`src/rtl/ifetch_unit_if.sv`:
```
// Instruction-memory port of the fetch unit: one read request channel
// (valid/ready with a word address) and one response channel (valid with
// data and a bus-error flag, no backpressure).
//   master : fetch unit side (drives request, receives response)
//   slave  : memory side (accepts request, drives response)
interface ifetch_unit_if;
    logic        imem_req_valid;
    logic        imem_req_ready;
    logic [31:0] imem_addr;
    logic        imem_rsp_valid;
    logic [31:0] imem_rsp_data;
    logic        imem_rsp_err;

    modport master (
        output imem_req_valid,
        output imem_addr,
        input  imem_req_ready,
        input  imem_rsp_valid,
        input  imem_rsp_data,
        input  imem_rsp_err
    );

    modport slave (
        input  imem_req_valid,
        input  imem_addr,
        output imem_req_ready,
        output imem_rsp_valid,
        output imem_rsp_data,
        output imem_rsp_err
    );
endinterface

```
`src/rtl/ifetch_unit.sv`:
```
// Instruction-fetch front end of the multi-cycle RV32 core.
// Issues one word read per fetch_req, latches the returned word into ir with
// its fetch address in pc_ir, and reports bus errors / timeouts as faults.
// Ports:
//   clk, rst          core clock, synchronous active-high reset
//   pc, fetch_req     fetch address and start strobe from the core FSM
//   flush             trap/return redirect, aborts any fetch in flight
//   imem              instruction-memory port (ifetch_unit_if.master)
//   ir, pc_ir         latched instruction and its PC
//   ir_valid          one-cycle pulse when ir/pc_ir take a good instruction
//   fetch_busy        high whenever the FSM is not IDLE
//   fetch_fault       one-cycle pulse on a failed fetch
//   fault_cause       0 bus error, 1 timeout, 2 misaligned (held)
// Optional feature: define IFETCH_MISALIGN_CHECK_EN to fault on pc[1:0]!=0
// instead of silently aligning the address.
module ifetch_unit #(
    parameter int unsigned TIMEOUT_CYCLES = 256,
    parameter logic [31:0] RESET_IR       = 32'h0000_0013
) (
    input  logic                clk,
    input  logic                rst,
    input  logic [31:0]         pc,
    input  logic                fetch_req,
    input  logic                flush,
    ifetch_unit_if.master       imem,
    output logic [31:0]         ir,
    output logic [31:0]         pc_ir,
    output logic                ir_valid,
    output logic                fetch_busy,
    output logic                fetch_fault,
    output logic [1:0]          fault_cause
);

    localparam int unsigned CNT_W = (TIMEOUT_CYCLES > 2) ? $clog2(TIMEOUT_CYCLES) : 1;
    localparam logic [CNT_W-1:0] CNT_LAST = CNT_W'(TIMEOUT_CYCLES - 1);
    localparam logic [CNT_W-1:0] CNT_MAX  = '1;

    localparam logic [1:0] S_IDLE  = 2'd0;
    localparam logic [1:0] S_REQ   = 2'd1;
    localparam logic [1:0] S_WAIT  = 2'd2;
    localparam logic [1:0] S_DRAIN = 2'd3;

    localparam logic [1:0] CAUSE_BUS  = 2'd0;
    localparam logic [1:0] CAUSE_TMO  = 2'd1;
    localparam logic [1:0] CAUSE_MISA = 2'd2;

    logic [1:0]       state_q,     state_d;
    logic [31:0]      addr_q,      addr_d;
    logic [CNT_W-1:0] cnt_q,       cnt_d;
    logic [31:0]      ir_q,        ir_d;
    logic [31:0]      pc_ir_q,     pc_ir_d;
    logic             ir_valid_q,  ir_valid_d;
    logic             fault_q,     fault_d;
    logic [1:0]       cause_q,     cause_d;
    logic             req_valid_q, req_valid_d;
    logic             busy_q,      busy_d;

    // Low PC bits only matter when the misalignment check is built in.
    logic unused_pc_lsb;
    assign unused_pc_lsb = ^pc[1:0];

    // Next-state and datapath update
    always_comb begin
        state_d    = state_q;
        addr_d     = addr_q;
        cnt_d      = cnt_q;
        ir_d       = ir_q;
        pc_ir_d    = pc_ir_q;
        ir_valid_d = 1'b0;
        fault_d    = 1'b0;
        cause_d    = cause_q;

        if (flush) begin
            ir_d = RESET_IR;
            unique case (state_q)
                S_REQ:   state_d = S_IDLE;
                // A beat arriving with the flush is the outstanding response;
                // it is discarded here so DRAIN never waits for a beat that
                // will not come.
                S_WAIT:  state_d = imem.imem_rsp_valid ? S_IDLE : S_DRAIN;
                default: state_d = state_q;
            endcase
        end else begin
            unique case (state_q)
                S_IDLE: begin
                    if (fetch_req) begin
`ifdef IFETCH_MISALIGN_CHECK_EN
                        if (pc[1:0] != 2'b00) begin
                            fault_d = 1'b1;
                            cause_d = CAUSE_MISA;
                        end else begin
                            addr_d  = {pc[31:2], 2'b00};
                            state_d = S_REQ;
                        end
`else
                        addr_d  = {pc[31:2], 2'b00};
                        state_d = S_REQ;
`endif
                    end
                end
                S_REQ: begin
                    if (imem.imem_req_ready) begin
                        state_d = S_WAIT;
                        cnt_d   = '0;
                    end
                end
                S_WAIT: begin
                    // A response in the timeout cycle wins over the timeout.
                    if (imem.imem_rsp_valid) begin
                        state_d = S_IDLE;
                        if (imem.imem_rsp_err) begin
                            fault_d = 1'b1;
                            cause_d = CAUSE_BUS;
                        end else begin
                            ir_d       = imem.imem_rsp_data;
                            pc_ir_d    = addr_q;
                            ir_valid_d = 1'b1;
                        end
                    end else if (cnt_q == CNT_LAST) begin
                        fault_d = 1'b1;
                        cause_d = CAUSE_TMO;
                        state_d = S_DRAIN;
                    end else if (cnt_q != CNT_MAX) begin
                        cnt_d = cnt_q + CNT_W'(1);
                    end
                end
                S_DRAIN: begin
                    if (imem.imem_rsp_valid) begin
                        state_d = S_IDLE;
                    end
                end
                default: state_d = S_IDLE;
            endcase
        end

        req_valid_d = (state_d == S_REQ);
        busy_d      = (state_d != S_IDLE);
    end

    // State and output registers
    always_ff @(posedge clk) begin
        if (rst) begin
            state_q     <= S_IDLE;
            addr_q      <= '0;
            cnt_q       <= '0;
            ir_q        <= RESET_IR;
            pc_ir_q     <= '0;
            ir_valid_q  <= 1'b0;
            fault_q     <= 1'b0;
            cause_q     <= CAUSE_BUS;
            req_valid_q <= 1'b0;
            busy_q      <= 1'b0;
        end else begin
            state_q     <= state_d;
            addr_q      <= addr_d;
            cnt_q       <= cnt_d;
            ir_q        <= ir_d;
            pc_ir_q     <= pc_ir_d;
            ir_valid_q  <= ir_valid_d;
            fault_q     <= fault_d;
            cause_q     <= cause_d;
            req_valid_q <= req_valid_d;
            busy_q      <= busy_d;
        end
    end

    assign imem.imem_req_valid = req_valid_q;
    assign imem.imem_addr      = addr_q;
    assign ir                  = ir_q;
    assign pc_ir               = pc_ir_q;
    assign ir_valid            = ir_valid_q;
    assign fetch_busy          = busy_q;
    assign fetch_fault         = fault_q;
    assign fault_cause         = cause_q;

endmodule

```
`src/flat_wrapper.sv`:
```
// flat-port wrapper written by rule: the top's interface ports become plain ports
module ifetch_unit_flat 
#(
    parameter int unsigned TIMEOUT_CYCLES = 256,
    parameter logic [31:0] RESET_IR       = 32'h0000_0013
)
  (clk, rst, pc, fetch_req, flush, ir, pc_ir, ir_valid, fetch_busy, fetch_fault, fault_cause, imem_imem_req_valid, imem_imem_addr, imem_imem_req_ready, imem_imem_rsp_valid, imem_imem_rsp_data, imem_imem_rsp_err);
  ifetch_unit_if imem_i ();
  input  logic clk;
  input  logic rst;
  input  logic [31:0] pc;
  input  logic fetch_req;
  input  logic flush;
  output logic [31:0] ir;
  output logic [31:0] pc_ir;
  output logic ir_valid;
  output logic fetch_busy;
  output logic fetch_fault;
  output logic [1:0] fault_cause;
  output wire logic [$bits(imem_i.imem_req_valid)-1:0] imem_imem_req_valid;
  output wire logic [$bits(imem_i.imem_addr)-1:0] imem_imem_addr;
  input wire logic [$bits(imem_i.imem_req_ready)-1:0] imem_imem_req_ready;
  input wire logic [$bits(imem_i.imem_rsp_valid)-1:0] imem_imem_rsp_valid;
  input wire logic [$bits(imem_i.imem_rsp_data)-1:0] imem_imem_rsp_data;
  input wire logic [$bits(imem_i.imem_rsp_err)-1:0] imem_imem_rsp_err;
  assign imem_imem_req_valid = imem_i.imem_req_valid;
  assign imem_imem_addr = imem_i.imem_addr;
  assign imem_i.imem_req_ready = imem_imem_req_ready;
  assign imem_i.imem_rsp_valid = imem_imem_rsp_valid;
  assign imem_i.imem_rsp_data = imem_imem_rsp_data;
  assign imem_i.imem_rsp_err = imem_imem_rsp_err;
  ifetch_unit #(.TIMEOUT_CYCLES(TIMEOUT_CYCLES), .RESET_IR(RESET_IR)) u_core (.clk(clk), .rst(rst), .pc(pc), .fetch_req(fetch_req), .flush(flush), .imem(imem_i), .ir(ir), .pc_ir(pc_ir), .ir_valid(ir_valid), .fetch_busy(fetch_busy), .fetch_fault(fetch_fault), .fault_cause(fault_cause));
endmodule
```
`config.mk`:
```
export PLATFORM = sky130hd
export DESIGN_NAME = ifetch_unit_flat
export DESIGN_NICKNAME = d
export VERILOG_FILES = /design/src/rtl/ifetch_unit_if.sv /design/src/rtl/ifetch_unit.sv /design/src/flat_wrapper.sv
export SDC_FILE = /design/constraint.sdc
export NUM_CORES = 1
export LEC_CHECK = 0
export ABC_CLOCK_PERIOD_IN_PS = 2300
export CAP_MARGIN = 20
export CORE_MARGIN = 1
export CORE_UTILIZATION = 40
export DETAILED_ROUTE_END_ITERATION = 8
export PLACE_DENSITY = 0.83
export SETUP_SLACK_MARGIN = 0.4
export SLEW_MARGIN = 15
export SYNTH_ARGS = -nofsm -noshare
export SYNTH_HDL_FRONTEND = slang
export SYNTH_SLANG_ARGS = --single-unit
export TNS_END_PERCENT = 50
```
`constraint.sdc`:
```
create_clock -name clk -period 2.3 [get_ports clk]
set_input_delay 0.46 -clock clk [delete_from_list [all_inputs] [get_ports clk]]
set_output_delay 0.46 -clock clk [all_outputs]
set_load 0.005 [all_outputs]
```
==> impl_results.md <==
* Total routed wirelength at 10930 µm
* Reg2reg end: u_core.cnt_q[7]
* Largest stage delay, worst path at 540 ps
* Register area share after synthesis at 52.71%
* Max cap viols at 0
* Slew headroom at 61.72%
* Post-synth top cells: nand2_1 (192), dfxtp_1 (107), a21oi_1 (93)
* Hold Crit Start: u_core.ir[21]
* Die H at 102.8 µm
* Worst skew pair latency at 360 ps
* Yosys top cell area share at 52.71%
* Hold buffer count at CTS at 0
* Residual DRC count at 0
* Status: finished, final reports clean
* CP Launch Type: input port
* GP Congestion at 0.8171
* # clock sinks at 107
* Combinational share of power at 9.8%
* Top post-synthesis cells by area: dfxtp_1 (53%), nand2_1 (18%), a21oi_1 (11%)
* Multi-input logic area at 1828 µm²
* Final global-route overflow total at 0
* Setup TNS at 0 ps
* Hold Vio Cnt, Final at 0
* Mapped Area at 4064 µm²
* Worst min path class: register to register
* Setup Skew at 15.20 ps
* Max Buffers Root-to-Sink at 2
* Max H-tree Level at 3
* Slew @ Worst Pin at 574.3 ps
* Vias/cell at 4.918
* Power Density at 558.0 nW/µm²
* Count of cell types in the netlist at 42
* Total CTS buffers at 9
* P_leak at 2.129 nW
* Synthesized flop and latch total at 107
* NetSw at 0.8356 mW
* WP data arrival at 2160 ps
* First-pass GRT wire length at 16710 µm
* Seq pwr share at 55.3%
* Number of global-route vias before repair at 3654
* RSZ-0062 raised after global routing: yes
* Crit-path slowest cell: or4_4
* WS Path Type: input port to register
* FILL cells at 845
* Crit Reg-Reg Startpoint: u_core.state_q[1]
* FMAX at 0.5329 GHz
* WHS Endpoint: u_core.ir[21]
* Initial DRC Count at 141
* Largest net degree at the start of global routing at 56
* TritonCTS clock tree: done
* Antenna-violating nets left at 0
* Switching share of total power at 24.22%
* Main synth FF type: dfxtp_1
* Layout net count at 745
* Tcrit/Tclk final at 81.59%
* CP required at 2580 ps
* Initial DRT Pass Iterations at 4
* Clock power share at 34.9%
* Hold Path Cell Cnt at 2
* Synth area leader: dfxtp_1
* Gr usage total at 20.27%
* Worst VDD drop at 0.0004023 V
* Fraction of registers with async set/reset at 0%
* Initial antenna violation count at 0
* Internal at 2.614 mW
* Total I/O pin count at 173
* Ys Warns at 0
* Reg2reg path depth at 8
* CORE AREA at 9819 µm²
* Worst R2R Setup Slack at 460 ps
* WHS at 460.1 ps
* CP max FO at 4
* Die width at 102.8 µm
* Worst-path cell chain: clkdlybuf4s50_1, buf_4, nand2b_4, nor4_4, a2111oi_1, or4_4, o21ai_1
* Vias at 3964
* Synthesis-to-layout area growth at 52.12%
* Root Buffer: clkbuf_8
* Crit. End Element: register
* Post-route minimum period at 1877 ps
* Initial core utilization at 41.39%
* Post-synth EDFFs at 0
* Layout cells sized above 1 at 7.875%
* IO Port Bufs at 165
* Post-DP HPWL at 7747 µm
* # diodes at 0
* Mapped Cells at 514
* Top-count cell post-synth: nand2_1
* Clock transition at path regs at 100 ps
* Die area at 10570 µm²
* Cell Rows at 36
* Fin. max-slew vios at 0
* WL/cell at 13.56 µm
* Register area at 2147 µm²
* Syn Area/Cell at 7.906 µm²
* Final Setup Violations at 0
==> area by class of cell <==
class	count	area share, %
Sequential cell	107	34.73
Multi-Input combinational cell	366	29.57
Timing Repair Buffer	178	29.22
Tap cell	133	2.692
Clock buffer	10	2.064
Clock inverter	6	1.356
Inverter	6	0.3643
==> registers in the layout (all words and copies together), names as in the netlist, 2 cells and up <==
signal and cells:
u_core.state_q 2, u_core.pc_ir 30, u_core.imem.imem_addr 30, u_core.cnt_q 8, u_core.ir 32
==> logic make-up after synthesis <==
logic type	count (synthesis)	share of synthesized area, %
AND/OR/NAND/NOR	234	23.55
AO/OA/AOI/OAI	113	15.18
flip-flops	107	52.71
buffers and inverters	45	4.772
adder cells (fa/ha/maj)	6	1.847
XOR/XNOR	5	1.078
multiplexers	3	0.7697
other	1	0.09228
==> cells in the final DEF, fill, tap and decap left out, types with 3 or more instances in the layout <==
| master | instances |
|---|---|
| inv_1 | 6 |
| buf_12 | 5 |
| clkdlybuf4s50_1 | 164 |
| nand2_1 | 192 |
| nand3_1 | 8 |
| dfxtp_2 | 4 |
| o21ai_1 | 3 |
| and3_1 | 3 |
| nor2_1 | 13 |
| xnor2_1 | 3 |
| conb_1 | 5 |
| o21ai_0 | 4 |
| ha_1 | 3 |
| dfxtp_1 | 103 |
| nor2_2 | 3 |
| clkbuf_8 | 9 |
| buf_4 | 8 |
| a21oi_1 | 92 |
==> how the worst max path moves through the flow <==
| stage | start | to | cells after the start |
|---|---|---|---|
| floorplan | u_core.state_q[1] | u_core.cnt_q[0] | 8 |
| global placement | imem_imem_rsp_valid | u_core.fetch_busy | 7 |
| detailed placement | imem_imem_rsp_valid | u_core.fetch_busy | 7 |
| CTS | u_core.state_q[1] | u_core.cnt_q[0] | 6 |
| global route | u_core.state_q[1] | u_core.cnt_q[7] | 8 |
| finish | imem_imem_rsp_valid | u_core.fetch_busy | 7 |
==> metrics by stage <==
| step | cell area [µm²] | util [%] | instances | total power [mW] | worst slack, ps |
|---|---|---|---|---|---|
| 2_1_floorplan | 4079 | - | 518 | 2.066 | 473.4 |
| 6_report | 6182 | 62.96 | 806 | 3.450 | 423.4 |
| 5_1_grt | 6182 | 62.96 | 806 | 3.600 | 361.2 |
| 3_5_place_dp | 5871 | 59.79 | 788 | 2.283 | 64.83 |
| 4_1_cts | 6106 | 62.18 | 804 | 3.484 | 396.7 |
| 3_3_place_gp | 5871 | 59.79 | 788 | 2.274 | 99.87 |
==> critical path: cells and delay by family <==
family | cells | cell delay, ps
buf+inv | 2 | 630
simple gates | 3 | 890
compound gates | 2 | 180
==> power groups by stage <==
stage	clock (mW)	sequential (mW)	combinational (mW)
floorplan	0	1.95	0.118
global placement	0	1.95	0.326
detailed placement	0	1.95	0.333
CTS	1.24	1.91	0.336
global route	1.32	1.91	0.367
finish	1.20	1.91	0.339
==> per-layer routing <==
metal	track usage, %	share of wire (%)	vias up
met5	0	0	-
met4	6.067	0.81	0
met3	6.576	9.3	9
met2	37.90	51	146
met1	21.60	39	1838
li1	-	-	1971
==> timing repair <==
item | in CTS | in global routing
pin swaps | 0 | 2
gates resized for setup | 8 | 10
endpoints found under the setup margin | 73 | 9
setup buffers | 0 | 2
No activity file was read; power rests on OpenSTA's default activity.
